<file path="src/rtl/cp0_unit.sv">
// rtl/cp0_unit.sv - MIPS coprocessor 0: SR, Cause, EPC, PRId with interrupt/exception request
// Sits beside the decoder; INT_REQ steers the PC mux to the exception vector.
module cp0_unit #(
  parameter logic [31:0] PRID     = 32'h4D495053,
  parameter logic [31:0] SR_RESET = 32'h0000_0000
) (
  input  logic        clk,
  input  logic        reset,
  input  logic [4:0]  A,
  input  logic [31:0] DIN,
  input  logic [29:0] PC,
  input  logic [5:0]  HWInt,
  input  logic        We,
  input  logic        EXLClr,
  input  logic        OpExp,
  output logic        INT_REQ,
  output logic [29:0] EPC,
  output logic [31:0] DOUT
);

  localparam logic [4:0] REG_SR    = 5'd12;
  localparam logic [4:0] REG_CAUSE = 5'd13;
  localparam logic [4:0] REG_EPC   = 5'd14;
  localparam logic [4:0] REG_PRID  = 5'd15;

  localparam logic [4:0] EXC_INT = 5'd0;
  localparam logic [4:0] EXC_RI  = 5'd10;

  logic [5:0]  im;
  logic        exl;
  logic        ie;
  logic [5:0]  ip;
  logic [4:0]  exc_code;
  logic [29:0] epc_q;

  logic        int_hit;
  logic        exc_hit;
  logic        take;
  logic        wr_sr;
  logic        wr_epc;
  logic [31:0] sr_word;
  logic [31:0] cause_word;

  assign int_hit = ie & ~exl & (|(HWInt & im));
  assign exc_hit = OpExp & ~exl;
  // Requests are held off while reset is asserted so nothing is taken on release.
  assign take    = (int_hit | exc_hit) & ~reset;
  assign INT_REQ = take;

  assign wr_sr  = We & ~take & (A == REG_SR);
  assign wr_epc = We & ~take & (A == REG_EPC);

  always_ff @(posedge clk or posedge reset) begin
    if (reset) begin
      im       <= SR_RESET[15:10];
      exl      <= SR_RESET[1];
      ie       <= SR_RESET[0];
      ip       <= 6'd0;
      exc_code <= 5'd0;
      epc_q    <= 30'd0;
    end else begin
      ip <= HWInt;
      if (take) begin
        exl      <= 1'b1;
        epc_q    <= PC;
        exc_code <= int_hit ? EXC_INT : EXC_RI;
      end else begin
        if (wr_sr) begin
          im  <= DIN[15:10];
          ie  <= DIN[0];
          // eret beats an mtc0 to SR for the EXL bit only.
          exl <= EXLClr ? 1'b0 : DIN[1];
        end else if (EXLClr) begin
          exl <= 1'b0;
        end
        if (wr_epc) begin
          epc_q <= DIN[31:2];
        end
      end
    end
  end

  assign sr_word    = {16'd0, im, 8'd0, exl, ie};
  assign cause_word = {16'd0, ip, 3'd0, exc_code, 2'd0};
  assign EPC        = epc_q;

  always_comb begin
    DOUT = 32'd0;
    case (A)
      REG_SR:    DOUT = sr_word;
      REG_CAUSE: DOUT = cause_word;
      REG_EPC:   DOUT = {epc_q, 2'b00};
      REG_PRID:  DOUT = PRID;
      default:   DOUT = 32'd0;
    endcase
  end

endmodule

</file>
<file path="config.mk">
export PLATFORM = sky130hd
export DESIGN_NAME = cp0_unit
export DESIGN_NICKNAME = d
export VERILOG_FILES = /design/src/rtl/cp0_unit.sv
export SDC_FILE = /design/constraint.sdc
export NUM_CORES = 1
export LEC_CHECK = 0
export CORE_ASPECT_RATIO = 1.25
export CORE_UTILIZATION = 41
export CTS_BUF_LIST = sky130_fd_sc_hd__clkbuf_4 sky130_fd_sc_hd__clkbuf_8
export DETAILED_ROUTE_END_ITERATION = 6
export GPL_ROUTABILITY_DRIVEN = 0
export PLACE_DENSITY_LB_ADDON = 0.12
export SLEW_MARGIN = 20
export SYNTH_ARGS = -nofsm -noshare
export SYNTH_HDL_FRONTEND = slang
export SYNTH_SLANG_ARGS = --single-unit
</file>
<file path="constraint.sdc">
create_clock -name clk -period 2.4 [get_ports clk]
set_clock_uncertainty 0.2 [all_clocks]
set_input_delay 0.36 -clock clk [delete_from_list [all_inputs] [get_ports clk]]
set_output_delay 0.36 -clock clk [all_outputs]
set_load 0.05 [all_outputs]
</file>
## Word level (Yosys, flattened, before mapping)

Cells that the tools add are included.

- Equality and inequality tests: 4
- Reductions and logical operators: 4
- $lt $le $gt $ge: 0
- Multiplexer cells: 8
- Shift-type cells: 0
- $add $sub $neg: 0
- Divide/modulo/power cells: 0
- Multiply operators: 0
- Bitwise gates (word level): 12

Operator list:

| cell | number |
|---|---|
| $pmux 32 s4 | 1 |
| $mux 30 | 2 |
| $eq 5x4->1 const B | 4 |
| $and 1x1->1 | 7 |
| $and 6x6->6 | 1 |
| $reduce_or 6->1 | 1 |
| $mux 1 | 4 |
| $mux 4 | 1 |
| $not 1->1 | 3 |
| $reduce_bool 3->1 | 1 |
| $reduce_and 2->1 | 1 |
| $reduce_bool 2->1 | 1 |
| $or 1x1->1 | 1 |

- Memories kept: 0
- Bits in latches: 0
- Bits of input ports: 78
- Bits in read-only memories: 0
- Bits in registers: 49
- RAM bits: 0
- Logic and storage cells: 34

## Longest topological paths before layout

- Word-level depth: 10
- Depth in mapped cells: 5
- Depth with buffers taken out: 4

## Least setup slack after synthesis

No wires, ideal clock.

- Path kind: input port to output port
- From: in A[3]
- To: out DOUT[10]
- Data arrival time: 2.145 ns
- Slack: -0.305 ns
- Stages: 4
- Data required time: 1.840 ns
- Path through: nand2_1 > nor3b_1 > a22oi_1 > o21ai_0

- Longest elaborated chain between the ends: 2
- Elaborated cells on any way between the ends: 5
- Those cells by class: eq/ne (4); mux (1)

Ends and longest elaborated chain:

| element | line | text |
|---|---|---|
| start, declared | 9 | `input logic [4:0] A,` |
| $eq 5x4->1 | 89 | `case (A)` |
| $pmux 32 s4 (*) | 89 |  |
| end, declared | 18 | `output logic [31:0] DOUT` |

Mark *: on every way between the ends. The rest lies on a longest branch, timed or not.

## Final worst setup path

- From: in A[1]
- To: out DOUT[15]

The elaborated chain is that of the path after synthesis.

==> flow_summary.json <==
{
  "drive_gt1_frac": 0.436,
  "switchingPower_mw": 1.99,
  "grt_max_degree": 28,
  "synthCells": 200,
  "clk_latency_ps": 290,
  "layout_min_cycle_time_ps": 2280,
  "postLayoutCoreUtil": 0.781,
  "reg2reg_depth": 6,
  "dieArea_mm2": 0.00692,
  "grt_pass1_vias": 2408,
  "routed_via_density": 5.06,
  "grt-ovfl-total": 0,
  "cp_slowest_cell": "clkdlybuf4s50_1",
  "critPathCaptureType": "output port",
  "yosysWarningCount": 0,
  "worst_slack_ps": 122,
  "core-area_mm2": 0.00629,
  "period_share": 0.949,
  "max-clock-path-buffers": 2,
  "max-slew-margin-rel": 0.645,
  "fmaxAchievable_ghz": 0.439,
  "r2r-start": "im[1]$_DFFE_PP0P_",
  "comb_power_share": 0.616,
  "die_height_um": 92.8,
  "place_area_mm2": 0.00470,
  "dp_slack_ps": -143,
  "leakagePower_nw": 2.34,
  "dp_hpwl_um": 6090,
  "p_sw_frac": 0.423,
  "arrival_ps": 1720,
  "reg2reg_slack_ps": 420,
  "cp_common_cell": "buf_4",
  "die_w_um": 74.6,
  "synthDistinctLibCells": 35,
  "start_util": 0.430,
  "first_pass_iters": 4,
  "tightest_slew_ps": 532,
  "root_buffer": "clkbuf_8",
  "yosysSeqAreaShare": 0.417,
  "critical_path.cell_chain": "clkdlybuf4s50_1 > buf_4 > buf_4 > a221oi_2 > a21oi_2 > buf_12",
  "powerDensity_mw_per_mm2": 959,
  "worstSetupStartpointType": "input pin",
  "vias": 2286,
  "synth_area_per_cell_um2": 13.5,
  "wl_per_cell_um": 17.3,
  "crit_type": "input pin to output port",
  "synthArstFlopShare": 1.00,
  "internal_power_mw": 2.72,
  "drtIter0Drc": 77,
  "final_cells": 452,
  "antenna_found_initial": 0,
  "netlist_area_mm2": 0.00270,
  "setup_tns_ps": 0,
  "slew_violations": 0,
  "drc_errors": 0,
  "ys_seq_elements": 45,
  "htree_levels": 2,
  "setup_viol": 0,
  "cts_buffers": 5,
  "rsz0062_at_grt": "false",
  "grt_first_pass_wirelength_um": 12100,
  "cts.clk_slew.worst_paths_ps": 90,
  "netlist_top_cells_area": "dfrtp_1 42%, mux2_4 33%, a21o_1 3.6%",
  "max_stage_delay_ps": 540,
  "ant_nets": 0,
  "synth_nets": 278,
  "required_ps": 1840,
  "area_delta_synth_final_pct": 81.7,
  "hold_viol_final": 0,
  "grt_usage": 0.228,
  "synth-edff-count": 0,
  "diodes": 0,
  "netlist.area_leader.share": 0.417,
  "design_area_mm2": 0.00491,
  "outcome": "finished, final reports clean",
  "cp_max_fo": 14,
  "synth_ff_type": "dfrtp_1",
  "portBuffers": 140,
  "synth_commonest_cells": "60 x mux2_4, 45 x dfrtp_1, 13 x a21o_1, 13 x and3_1, 7 x nand2_1",
  "clock-sinks": 45,
  "fillers": 405,
  "pin_count": 141,
  "place_inst": 437,
  "cts_tree": "yes",
  "row_count": 32,
  "yosys.cell_count.top_type": "mux2_4",
  "holdBufCountCts": 0,
  "hold_path.class": "input pin to asynchronous set/reset pin",
  "synth.largest_area_cell": "dfrtp_1",
  "p_clk_frac": 0.106,
  "finalNetCount": 444,
  "reg2reg_to": "EPC[13]$_DFFE_PP0P_",
  "wl_um": 7840,
  "ir_worst_vdd_uv": 571,
  "pwr-share-seq": 0.279,
  "cap_violations": 0
}
## cell usage in the layout (no fill, tap or decap), drive strengths merged, types with 2 or more instances in the layout
cell,Yosys,routed
a21o,13,13
a21oi,2,2
a22oi,8,8
and2,2,2
and3,14,14
buf,8,64
clkbuf,4,6
clkdlybuf4s50,0,103
clkinv,0,2
dfrtp,45,45
dlymetal6s2s,0,4
inv,3,3
mux2,66,66
nand2,7,7
nor2,5,5
o211ai,3,3
o21ai,6,6
or3b,2,2
## logic make-up (layout without fill, tap and decap cells)
kind of cell	after synthesis	count (layout)	synth area share
compound gates	35	35	0.0991
buf+inv	15	182	0.0343
flops	45	45	0.417
mux	67	67	0.362
simple gates	38	38	0.0876
## worst max-delay path by stage
stage / cells after the start / to / from
floorplan: 4 / DOUT[10] / A[3]
global placement: 7 / DOUT[13] / A[4]
detailed placement: 7 / DOUT[10] / A[4]
CTS: 6 / DOUT[10] / A[0]
global route: 6 / DOUT[15] / A[1]
finish: 6 / DOUT[15] / A[1]
## stage by stage
stage	power [mW]	hold slack, ps
floorplan	3.23	191
CTS	4.73	273
finish	4.70	275
global route	4.92	319
global placement	4.15	281
detailed placement	4.21	291
## layout make-up
cell class | instances | area (µm²) | area share
inverters | 3 | 11.3 | 0.00229
multi-input cells | 140 | 1530 | 0.311
well taps | 85 | 106 | 0.0217
clock inverters | 2 | 13.8 | 0.00280
repair buffers | 171 | 2040 | 0.416
clock buffers | 6 | 82.6 | 0.0168
flip-flops and latches | 45 | 1130 | 0.229
## state kept, by name, summed over array words and instances (netlist names)
register	count
EPC	30
im	6
ip	6
exc_code	1
exl	1
ie	1
## per-layer routing
| layer | global-route usage | vias up | share of wire |
|---|---|---|---|
| met5 | 0 | - | 0 |
| met4 | 0.0440 | 0 | 0.0097 |
| met3 | 0.0403 | 12 | 0.056 |
| met2 | 0.402 | 97 | 0.51 |
| met1 | 0.287 | 1112 | 0.42 |
| li1 | - | 1065 | - |
## power by group through the flow
stage	clock network [mW]	logic, mW	registers, mW
6_report	0.496	2.90	1.31
4_1_cts	0.515	2.90	1.31
3_3_place_gp	0	2.83	1.32
3_5_place_dp	0	2.89	1.32
5_1_grt	0.545	3.02	1.35
2_1_floorplan	0	1.05	2.18
## repair_timing
action,4_1_cts,5_1_grt
endpoints found under the setup margin,19,20
buffers inserted,2,5
resized for setup,11,7
gates cloned,0,0
pin swaps,3,3
## worst max-delay path, delay by kind of cell
kind	cells	cell delay, ps
buf+inv	4	1110
compound gates	2	230
No activity file was read; power rests on OpenSTA's default activity.
==> RTL change (same flow settings) <==
Register the input `HWInt` before use, cleared by the reset. The logic sees it one clock later. The other inputs are not delayed to match.
--- a/src/rtl/cp0_unit.sv
+++ b/src/rtl/cp0_unit.sv
@@ -27,4 +27,14 @@
   localparam logic [4:0] EXC_RI  = 5'd10;
 
+  logic [5:0] HWInt_q;
+
+  always_ff @(posedge clk or posedge reset) begin
+    if (reset) begin
+      HWInt_q <= '0;
+    end else begin
+      HWInt_q <= HWInt;
+    end
+  end
+
   logic [5:0]  im;
   logic        exl;
@@ -42,5 +52,5 @@
   logic [31:0] cause_word;
 
-  assign int_hit = ie & ~exl & (|(HWInt & im));
+  assign int_hit = ie & ~exl & (|(HWInt_q & im));
   assign exc_hit = OpExp & ~exl;
   // Requests are held off while reset is asserted so nothing is taken on release.
@@ -60,5 +70,5 @@
       epc_q    <= 30'd0;
     end else begin
-      ip <= HWInt;
+      ip <= HWInt_q;
       if (take) begin
         exl      <= 1'b1;
Check against the original RTL: not equivalent (a bounded check fails within 4 cycles, from zero or initial values and one cycle with reset high).
==> RTL change against the original RTL <==
  * Final area is 2.5% lower
  * Largest cell class unchanged
  * Sequential cell count is 6 higher
  * Routed wire length increased by 4.8%
  * Die area increased by 0.90%
  * Setup slack worse by 0.084 ns
  * Critical path depth stayed put
  * Total power shrank 4.3%
  * Core utilization is 2.0 points lower
  * Hold slack lost 0.084 ns
  * Area after synthesis grew 0.93%
  * Final cell count decreased by 2.4%
  * Sequential power rose by 8%
==> RTL change: results (changes against the original RTL) <==
| Metric | Value |
|---|---|
| Status | completed (unchanged) |
| Detail Route met3 WL | 585 um (was 443 um) |
| Post-synthesis compound-gate area fraction | 0.0854 (was 0.0991) |
| Slew HR | 0.652 (was 0.645) |
| FF/Latch Area | 1280 um2 (was 1130 um2) |
| DP Wirelength | 6470 um (was 6090 um) |
| VDD IR max | 607 uV (was 571 uV) |
| GRT Util Overall | 0.247 (was 0.228) |
| Share of layout cells above drive strength 1 | 0.402 (was 0.436) |
| Placed cell areas | 4660 um2 (was 4700 um2) |
| Static Leak | 0.00218 uW (was 0.00234 uW) |
| Area contributors post-synth | dfrtp_1, mux2_4, mux2_2 (was dfrtp_1, mux2_4, a21o_1) |
| Pin count of the biggest net entering global routing | 23 (was 28) |
| Syn nets | 279 (was 278) |
| Sequential share of the synthesized area | 0.468 (was 0.417) |
| Flop-to-flop setup slack | 0.38 ns (was 0.42 ns) |
| Hold WC Path Type | reg2reg (was in2async) |
| Post-synth cell types | 29 (was 35) |
| Most frequent cells after synthesis | dfrtp_1, mux2_2, mux2_4 (was mux2_4, dfrtp_1, a21o_1, and3_1, nand2_1) |
| Vias | 2264 (was 2286) |
| Worst R2R Start | im[4] (was im[1]) |
| Pre-CTS worst setup slack | -0.0724 ns (was -0.143 ns) |
| DR WL/cell | 18.6 um (was 17.3 um) |
| First-pass GRT wire length | 12900 um (was 12100 um) |
| Vias in the first global route | 2540 (was 2408) |
==> RTL change: changes by cell type in the layout (fill, tap and decap cells not counted), sizes merged, moves of 2 or more <==
cell	change
clkinvlp	+2
buf	-10
dlymetal6s2s	-4
or3b	-2
dfrtp	+6
nor2	-4
clkdlybuf4s50	+4
==> RTL change: timing repair <==
action / in CTS / in global routing
pin swaps: 0 / 1
endpoints found under the setup margin: 19 / 8
resized for setup: 8 / 3
buffers inserted: 0 / 0
==> RTL change: power by group <==
group / internal, uW / switching, uW / leakage (uW) / total, uW
combinational: 1200 / 1390 / 0.00154 / 2580
sequential: 1160 / 258 / 0.000603 / 1410
clock: 204 / 300 / 0.0000402 / 503
total: 2560 / 1940 / 0.00218 / 4500
==> RTL change: logic make-up after synthesis <==
group,after synthesis
simple gates,33
buf+inv,16
mux,68
compound gates,33
flops,51
==> RTL change: area by class of cell <==
class,instances,share of cell area
sequential,51,0.267
timing repair buffer,161,0.405
multi-input combinational,134,0.286
tap,85,0.0222
inverter,2,0.00157
clock inverter,3,0.00418
clock buffer,5,0.0144
==> RTL change: path summary, 6_finish.rpt <==
| path | endpoint | cells after the start |
|---|---|---|
| worst max-delay path | DOUT[27] | 6 |
| min in group asynchronous | EPC[0] | 2 |
| worst max register to register | EPC[20] | 5 |
| max in group asynchronous | im[0] | 3 |
| worst min-delay path | ip[3] | 0 |
| worst min register to register | ip[3] | 0 |
==> RTL change: metal layers <==
metal	GRT usage	up-vias
li1	-	1040
met3	0.0625	12
met4	0.0676	0
met2	0.435	94
met1	0.292	1118
met5	0	-
==> RTL change: worst max-delay path, cell delays in order <==
cell and delay, ns:
clkdlybuf4s50_1 0.42, and4bb_4 0.38, and2_4 0.17, buf_4 0.16, a21o_1 0.17, buf_12 0.14
==> RTL change: stage by stage <==
| stage | setup TNS [ns] | hold WS (ns) | total power [uW] |
|---|---|---|---|
| after detailed placement | -2.14 | 0.166 | 4010 |
| final | 0 | 0.192 | 4500 |
| after floorplan | 0 | 0.154 | 3070 |
| after global placement | -1.19 | 0.158 | 3940 |
| after CTS | 0 | 0.187 | 4520 |
| after global routing | -0.0117 | 0.196 | 4680 |
